$ cat src/rtl/kbd_link_scheduler.sv
// Poll-slot scheduler for the NeXT keyboard/mouse serial link: picks reset/LED/query per slot and tracks link readiness.
// Build option KBD_SCHED_MOUSE_EN: alternate keyboard and mouse queries (otherwise only the keyboard is polled).
module kbd_link_scheduler #(
    parameter int SLOT_TICKS         = 40,
    parameter int RESP_TIMEOUT_TICKS = 30,
    parameter int MAX_PENDING        = 2
) (
    input  logic        clk,
    input  logic        reset,
    input  logic        tick,
    input  logic        led_data_valid,
    input  logic [1:0]  led_data_in,
    output logic        cmd_valid,
    input  logic        cmd_ready,
    output logic [20:0] cmd_word,
    output logic        cmd_short,
    output logic        cmd_expect_resp,
    input  logic        resp_valid,
    input  logic [20:0] resp_data,
    output logic        data_available,
    output logic        is_mouse_data,
    output logic [15:0] keyboard_data,
    output logic [1:0]  link_state
);
    localparam int SLOT_W = (SLOT_TICKS > 2) ? $clog2(SLOT_TICKS) : 1;
    localparam int TO_W   = (RESP_TIMEOUT_TICKS > 2) ? $clog2(RESP_TIMEOUT_TICKS) : 1;
    localparam int PC_W   = (MAX_PENDING > 0) ? $clog2(MAX_PENDING + 1) : 1;

    localparam logic [20:0] RESET_CMD = 21'h1EFC00;
    localparam logic [20:0] ACK_MASK  = 21'h1FFFFE;
    localparam logic [20:0] ACK_PAT   = 21'h100600;
    localparam logic [20:0] DATA_MASK = 21'h100E00;
    localparam logic [20:0] DATA_PAT  = 21'h000400;
    localparam logic [7:0]  KBD_QUERY   = 8'h08;
    localparam logic [7:0]  MOUSE_QUERY = 8'h88;

    localparam logic [1:0] LS_NOT_READY = 2'b00;
    localparam logic [1:0] LS_PENDING   = 2'b01;
    localparam logic [1:0] LS_READY     = 2'b10;

    typedef enum logic [1:0] {IDLE, ISSUE, WAIT} state_t;

    state_t            state_q;
    logic [SLOT_W-1:0] slot_cnt_q, slot_cnt_d;
    logic [TO_W-1:0]   wait_cnt_q;
    logic [PC_W-1:0]   pend_cnt_q;
    logic [1:0]        link_q;
    logic [1:0]        led_val_q;
    logic              led_pend_q;
    logic              cmd_valid_q, cmd_short_q, cmd_exp_q;
    logic [20:0]       cmd_word_q;
    logic              data_avail_q;
    logic [15:0]       kbd_data_q;
    logic              slot_hit, timeout_hit, resp_is_ack, resp_is_data;

`ifdef KBD_SCHED_MOUSE_EN
    logic mouse_next_q, src_mouse_q, is_mouse_q;
    assign is_mouse_data = is_mouse_q;
`else
    assign is_mouse_data = 1'b0;
`endif

    // The slot counter free-runs in every state, so a boundary that lands outside IDLE is simply lost.
    always_comb begin
        slot_hit    = tick && (slot_cnt_q == SLOT_W'(SLOT_TICKS - 1));
        slot_cnt_d  = slot_cnt_q;
        if (tick) begin
            slot_cnt_d = slot_hit ? '0 : slot_cnt_q + SLOT_W'(1);
        end
        timeout_hit  = tick && (wait_cnt_q == TO_W'(RESP_TIMEOUT_TICKS - 1));
        resp_is_ack  = (resp_data & ACK_MASK) == ACK_PAT;
        resp_is_data = (resp_data & DATA_MASK) == DATA_PAT;
    end

    always_ff @(posedge clk) begin
        if (reset) begin
            state_q      <= IDLE;
            slot_cnt_q   <= '0;
            wait_cnt_q   <= '0;
            pend_cnt_q   <= '0;
            link_q       <= LS_NOT_READY;
            led_val_q    <= 2'b00;
            led_pend_q   <= 1'b0;
            cmd_valid_q  <= 1'b0;
            cmd_short_q  <= 1'b0;
            cmd_exp_q    <= 1'b0;
            cmd_word_q   <= '0;
            data_avail_q <= 1'b0;
            kbd_data_q   <= '0;
`ifdef KBD_SCHED_MOUSE_EN
            mouse_next_q <= 1'b0;
            src_mouse_q  <= 1'b0;
            is_mouse_q   <= 1'b0;
`endif
        end else begin
            slot_cnt_q   <= slot_cnt_d;
            data_avail_q <= 1'b0;
            if (led_data_valid) begin
                led_val_q  <= led_data_in;
                led_pend_q <= 1'b1;
            end

            case (state_q)
                IDLE: begin
                    if (slot_hit) begin
                        state_q     <= ISSUE;
                        cmd_valid_q <= 1'b1;
                        if (link_q == LS_NOT_READY) begin
                            cmd_word_q  <= RESET_CMD;
                            cmd_short_q <= 1'b0;
                            cmd_exp_q   <= 1'b1;
                            link_q      <= LS_PENDING;
                        end else if (led_pend_q && !led_data_valid) begin
                            // A write landing on the slot cycle defers the update so the newest value goes out.
                            cmd_word_q  <= {12'b000000001110, led_val_q, 7'b0};
                            cmd_short_q <= 1'b0;
                            cmd_exp_q   <= 1'b0;
                            led_pend_q  <= 1'b0;
                        end else begin
                            cmd_short_q <= 1'b1;
                            cmd_exp_q   <= 1'b1;
`ifdef KBD_SCHED_MOUSE_EN
                            cmd_word_q   <= {(mouse_next_q ? MOUSE_QUERY : KBD_QUERY), 13'd0};
                            src_mouse_q  <= mouse_next_q;
                            mouse_next_q <= !mouse_next_q;
`else
                            cmd_word_q   <= {KBD_QUERY, 13'd0};
`endif
                        end
                    end
                end

                ISSUE: begin
                    if (cmd_ready) begin
                        cmd_valid_q <= 1'b0;
                        wait_cnt_q  <= '0;
                        state_q     <= cmd_exp_q ? WAIT : IDLE;
                    end
                end

                WAIT: begin
                    // A response wins over a timeout falling on the same cycle.
                    if (resp_valid) begin
                        state_q <= IDLE;
                        if (resp_is_ack) begin
                            link_q     <= LS_READY;
                            pend_cnt_q <= '0;
                        end else if (resp_is_data && (link_q == LS_READY)) begin
                            kbd_data_q   <= {resp_data[19:12], resp_data[8:1]};
                            data_avail_q <= 1'b1;
`ifdef KBD_SCHED_MOUSE_EN
                            is_mouse_q   <= src_mouse_q;
`endif
                        end
                    end else if (timeout_hit) begin
                        state_q <= IDLE;
                        if (link_q == LS_PENDING) begin
                            if (pend_cnt_q == PC_W'(MAX_PENDING)) begin
                                link_q     <= LS_NOT_READY;
                                pend_cnt_q <= '0;
                            end else begin
                                pend_cnt_q <= pend_cnt_q + PC_W'(1);
                            end
                        end else if (link_q == LS_READY) begin
                            link_q <= LS_NOT_READY;
                        end
                    end else if (tick) begin
                        wait_cnt_q <= wait_cnt_q + TO_W'(1);
                    end
                end

                default: state_q <= IDLE;
            endcase
        end
    end

    assign cmd_valid       = cmd_valid_q;
    assign cmd_word        = cmd_word_q;
    assign cmd_short       = cmd_short_q;
    assign cmd_expect_resp = cmd_exp_q;
    assign data_available  = data_avail_q;
    assign keyboard_data   = kbd_data_q;
    assign link_state      = link_q;
endmodule
$ cat config.mk
export PLATFORM = sky130hd
export DESIGN_NAME = kbd_link_scheduler
export DESIGN_NICKNAME = d
export VERILOG_FILES = /design/src/rtl/kbd_link_scheduler.sv
export SDC_FILE = /design/constraint.sdc
export NUM_CORES = 1
export LEC_CHECK = 0
export ABC_AREA = 1
export CORE_MARGIN = 2
export CORE_UTILIZATION = 50
export DETAILED_ROUTE_END_ITERATION = 8
export GPL_ROUTABILITY_DRIVEN = 0
export PLACE_DENSITY = 0.84
export SYNTH_ARGS = -nofsm -noshare
export SYNTH_HDL_FRONTEND = slang
export SYNTH_SLANG_ARGS = --single-unit
$ cat constraint.sdc
create_clock -name clk -period 3.73 [get_ports clk]
set_input_delay 0.746 -clock clk [delete_from_list [all_inputs] [get_ports clk]]
set_output_delay 0.746 -clock clk [all_outputs]
set_load 0.02 [all_outputs]
==> flow_summary.toml, run 1 <==
[run_status]
status = "finished clean"

[final_layout]
n_antenna_cell = 0
fillers = 396
final_util = 0.670
final_cell_mix = "83 x nand2_1, 74 x nor2_1, 62 x clkdlybuf4s50_1"
num-nets-final = 429
final_common_cell = "nand2_1"
drive_gt1_frac = 0.0578
area_growth_pct = 28.4
layout.cells.non_filler = 450
seq_area_sq_um = 881
multi_input_area_sq_um = 1080

[pwr]
p_per_area_nw_per_um2 = 294
leakagePower_nw = 1.31
ir_worst_vdd_uv = 226

[route]
dr.pass1.iters = 4
routed_wl_um = 4730
wl_per_cell_um = 10.5
vias_per_cell = 4.70
vias = 2116
antenna_left = 0
drc_errors = 0
drt_iter0_drc = 94

[floorplan]
top_level_ports = 73
die-width_um = 71.6
die_area_sq_um = 5130
start_util = 0.522
core-area_sq_um = 4380
die_h_um = 71.6
num_rows = 24

[synth]
avgSynthCellArea_sq_um = 6.69
yosys.area.top_type = "dfxtp_1"
ys_types = 29
yosysSeqAreaShare = 0.385
yosysWarnings = 0
syn_area_sq_um = 2290
synth.ff_latch_count = 44
synthCells = 342
yosysTopAreaCellShare = 0.385
synth_area_leaders = "dfxtp_1 39%, nand2_1 14%, nor2_1 12%"

[setup_path]
crit_arrival_ns = 1.39
worstPathMaxFanout = 8
worstRegToRegCells = 11
critPathMaxStageDelay_ns = 0.65
critPathBufInv = 1
crit_type = "flip-flop to primary output"
cp.depth = 1
critPathSlowestCell = "clkdlybuf4s50_1"
required_ns = 2.98
cp-start-kind = "flip-flop"
end_kind = "primary output"
path_cells = "clkdlybuf4s50_1"
cp_top_family = "buffers and inverters"

[clocking]
clock-sinks = 44
insertion_delay_ns = 0.30
cts_tree = "yes"
clockBufferDepth = 2
clk_pin_slew_ns = 0.08
htree_levels = 2
cts_hold_buf = 0
cts_root_buffer = "clkbuf_8"
cts_resized = 0
numCtsBuffers = 5
cts_setup_buffers = 0

[sta]
period_share = 0.573
finalSetupViolations = 0
fin_hold_ws_ns = 0.466
final_hold_viol_count = 0
rsz0062_at_grt = "false"
max_freq_mhz = 468
min_period_ns = 2.14
fin_worst_skew_ns = 0.00843
timing.setup.tns_ns = 0
drv_slew = 0

[global_routing]
grt_max_degree = 34
antenna_found_initial = 0
grt_pass1_wl_um = 8030
overflow = 0
grt_pass1_vias = 1860
grt_use_total = 0.198

[flow_run]
maxCapViolCount = 0

[worst_hold_path]
whs_path_depth = 2
hold_class = "flip-flop to flip-flop"

[placement]
portBuffers = 62
dp_hpwl_um = 3590
place_inst = 442
## Yosys cell counts (all sizes together)
library cell	count
nand2	85
nand3	18
xnor2	1
buf	22
a21boi	1
nand3b	1
inv	46
clkinv	1
o22ai	1
conb	1
dfxtp	44
o21ai	9
nor2	80
xor2	1
nor3	4
a21oi	16
nand4	2
ha	3
o211a	1
clkbuf	2
o21bai	3
## kinds of logic (layout without fill, tap and decap cells)
kind of cell | count (synthesis) | after routing | share of synthesized area
XOR/XNOR | 2 | 2 | 0.00766
buffers and inverters | 71 | 119 | 0.154
AND/OR/NAND/NOR | 190 | 190 | 0.361
flip-flops | 44 | 44 | 0.385
AO/OA/AOI/OAI | 31 | 31 | 0.0749
adder cells (fa/ha/maj) | 3 | 3 | 0.0164
other | 1 | 9 | 0.00164
## routing by layer
layer / vias to the layer above / GRT usage / share of wire
met5: - / 0 / 0
met4: 0 / 0.0776 / 0.019
met3: 10 / 0.0534 / 0.056
met2: 61 / 0.338 / 0.48
met1: 918 / 0.236 / 0.44
li1: 1127 / - / -
## where the power goes
part	switching, mW	internal (mW)	leakage [nW]
Sequential	0.00281	0.474	0.356
Clock	0.159	0.150	0.0445
Combinational	0.0409	0.0356	0.913
Total	0.202	0.660	1.31
## sequential cells by signal (all words and copies together), names as in the netlist
| signal | cells |
|---|---|
| cmd_expect_resp | 1 |
| cmd_valid | 1 |
| cmd_word | 5 |
| data_available | 1 |
| keyboard_data | 16 |
| led_pend_q | 1 |
| led_val_q | 2 |
| link_state | 2 |
| pend_cnt_q | 2 |
| slot_cnt_q | 6 |
| state_q | 2 |
| wait_cnt_q | 5 |
## final cells by class
class,instances,area share
Clock buffer,7,0.0294
Clock inverter,1,0.00256
Inverter,47,0.0601
Multi-Input combinational cell,235,0.369
Sequential cell,44,0.300
Tap cell,52,0.0222
Timing Repair Buffer,64,0.216
## through the flow
step	worst slack [ns]	cell area [sq um]	power (mW)
6_report	1.59	2940	0.862
5_1_grt	1.52	2940	0.898
4_1_cts	1.58	2940	0.870
3_5_place_dp	1.37	2840	0.564
3_3_place_gp	1.40	2840	0.563
2_1_floorplan	2.12	2320	0.528
## worst paths after layout
check / to / slack, ns / from
worst max-delay path: cmd_word[20] / 1.59 / cmd_word[19]
worst min-delay path: cmd_word[7] / 0.47 / led_val_q[0]
worst max register to register: link_state[0] / 2.19 / wait_cnt_q[0]
worst min register to register: cmd_word[7] / 0.47 / led_val_q[0]
Note: power is estimated with default switching activity, not from simulation.
==> run 2, diff against run 1 <==
--- a/config.mk
+++ b/config.mk
@@ -7,10 +7,10 @@
 export LEC_CHECK = 0
 export ABC_AREA = 1
 export CORE_MARGIN = 2
-export CORE_UTILIZATION = 50
+export CORE_UTILIZATION = 46
 export DETAILED_ROUTE_END_ITERATION = 8
 export GPL_ROUTABILITY_DRIVEN = 0
-export PLACE_DENSITY = 0.84
+export PLACE_DENSITY = 0.79
 export SYNTH_ARGS = -nofsm -noshare
 export SYNTH_HDL_FRONTEND = slang
 export SYNTH_SLANG_ARGS = --single-unit
==> constraint.sdc (replaced) <==
create_clock -name clk -period 2.07 [get_ports clk]
set_input_delay 0.414 -clock clk [delete_from_list [all_inputs] [get_ports clk]]
set_output_delay 0.414 -clock clk [all_outputs]
set_load 0.02 [all_outputs]
==> flow_summary.toml, run 2 (synthesized netlist as in run 1, its figures left out) <==
[clocking]
clock-sinks = 44
clk_pin_slew_ns = 0.08
insertion_delay_ns = 0.29
cts_hold_buf = 0
clockBufferDepth = 2
cts_setup_buffers = 0
cts_tree = "yes"
cts_resized = 0
htree_levels = 2
numCtsBuffers = 5
cts_root_buffer = "clkbuf_8"

[setup_path]
worstRegToRegCells = 12
required_ns = 1.66
crit_type = "flip-flop to primary output"
reg2reg_to = "wait_cnt_q[4]"
path_cells = "clkdlybuf4s50_1"
r2r_slack_ns = 0.59
critPathSlowestCell = "clkdlybuf4s50_1"
end_kind = "primary output"
critPathMaxStageDelay_ns = 0.65
critPathBufInv = 1
worstPathMaxFanout = 8
r2r-start = "wait_cnt_q[1]"
cp-start-kind = "flip-flop"
crit_arrival_ns = 1.38
cp_top_family = "buffers and inverters"

[final_layout]
final_common_cell = "nand2_1"
largest_reg_flops = 16
area_growth_pct = 30.1
n_antenna_cell = 0
final_cell_mix = "83 x nand2_1, 74 x nor2_1, 62 x clkdlybuf4s50_1"
finish.instance_area_sq_um = 2980
drive_gt1_frac = 0.0673
num-nets-final = 432

[floorplan]
core-area_sq_um = 4750
top_level_ports = 73
die_area_sq_um = 5550
start_util = 0.481
die-width_um = 74.5
num_rows = 25
die_h_um = 74.5

[flow_run]
maxCapViolCount = 0

[placement]
portBuffers = 62
placedInstanceArea_sq_um = 2880
dp_hpwl_um = 3670

[global_routing]
grt_use_total = 0.187
grt_pass1_vias = 1919
grt_max_degree = 34
overflow = 0
grt_pass1_wl_um = 8140
antenna_found_initial = 0

[pwr]
leakagePower_nw = 1.33
p_per_area_nw_per_um2 = 522
ir_worst_vdd_uv = 377

[sta]
max_freq_mhz = 557
fin_worst_skew_ns = 0.00946
min_period_ns = 1.79
rsz0062_at_grt = "false"
final_hold_viol_count = 0
timing.setup.tns_ns = 0
drv_slew = 0
fin_hold_ws_ns = 0.457
finalSetupViolations = 0
period_share = 0.867

[worst_hold_path]
holdPathEnd = "cmd_word[7]"
hold_class = "flip-flop to flip-flop"
min_from = "led_val_q[0]"
whs_path_depth = 2

[route]
wl_per_cell_um = 10.3
dr.pass1.iters = 4
vias = 2143
antenna_left = 0
drt_iter0_drc = 126
routed_wl_um = 4840
vias_per_cell = 4.58
drc_errors = 0

[run_status]
status = "finished clean"
## run 2: tightest hold or removal path: stages, from the launching register on
cell and delay [ns]:
dfxtp_1 0.31, nand2_1 0.06, a21oi_1 0.05
## run 2: worst max-delay path by stage
stage / startpoint / to / slack (ns) / cells past startpoint
2_1_floorplan: link_state[1] / keyboard_data[0] / 0.75 / 6
3_3_place_gp: resp_data[20] / keyboard_data[2] / 0.14 / 7
3_5_place_dp: resp_data[3] / keyboard_data[9] / 0.1 / 9
4_1_cts: cmd_word[19] / cmd_word[19] / 0.25 / 1
5_1_grt: cmd_word[19] / cmd_word[18] / 0.20 / 1
6_report: cmd_word[19] / cmd_word[19] / 0.28 / 1
## run 2: area by class of cell
class,count,area [sq um]
fill,454,1780
inverter,47,176
clock buffer,6,82.6
timing repair buffer,67,658
multi-input combinational,235,1080
sequential,44,881
clock inverter,2,10.0
tap,67,83.8
## run 2: layer usage
metal	up-vias	track usage	routed length (um)
li1	1133	-	-
met1	946	0.223	2200
met2	58	0.332	2320
met3	6	0.0488	283
met4	0	0.0516	42
met5	-	0	0
## run 2: through the flow
| step | total power, mW | setup WS (ns) | util | instances |
|---|---|---|---|---|
| finish | 1.55 | 0.275 | 0.626 | 468 |
| global route | 1.62 | 0.195 | 0.626 | 468 |
| floorplan | 0.952 | 0.747 | - | 350 |
| global placement | 1.02 | 0.144 | 0.607 | 460 |
| CTS | 1.57 | 0.248 | 0.626 | 468 |
| detailed placement | 1.02 | 0.100 | 0.607 | 460 |
## run 2: report_power, final
group          switching (mW)  internal (mW)  leakage, nW
Clock                   0.285          0.266       0.0510
Sequential            0.00466          0.854        0.356
Combinational          0.0756         0.0680        0.927
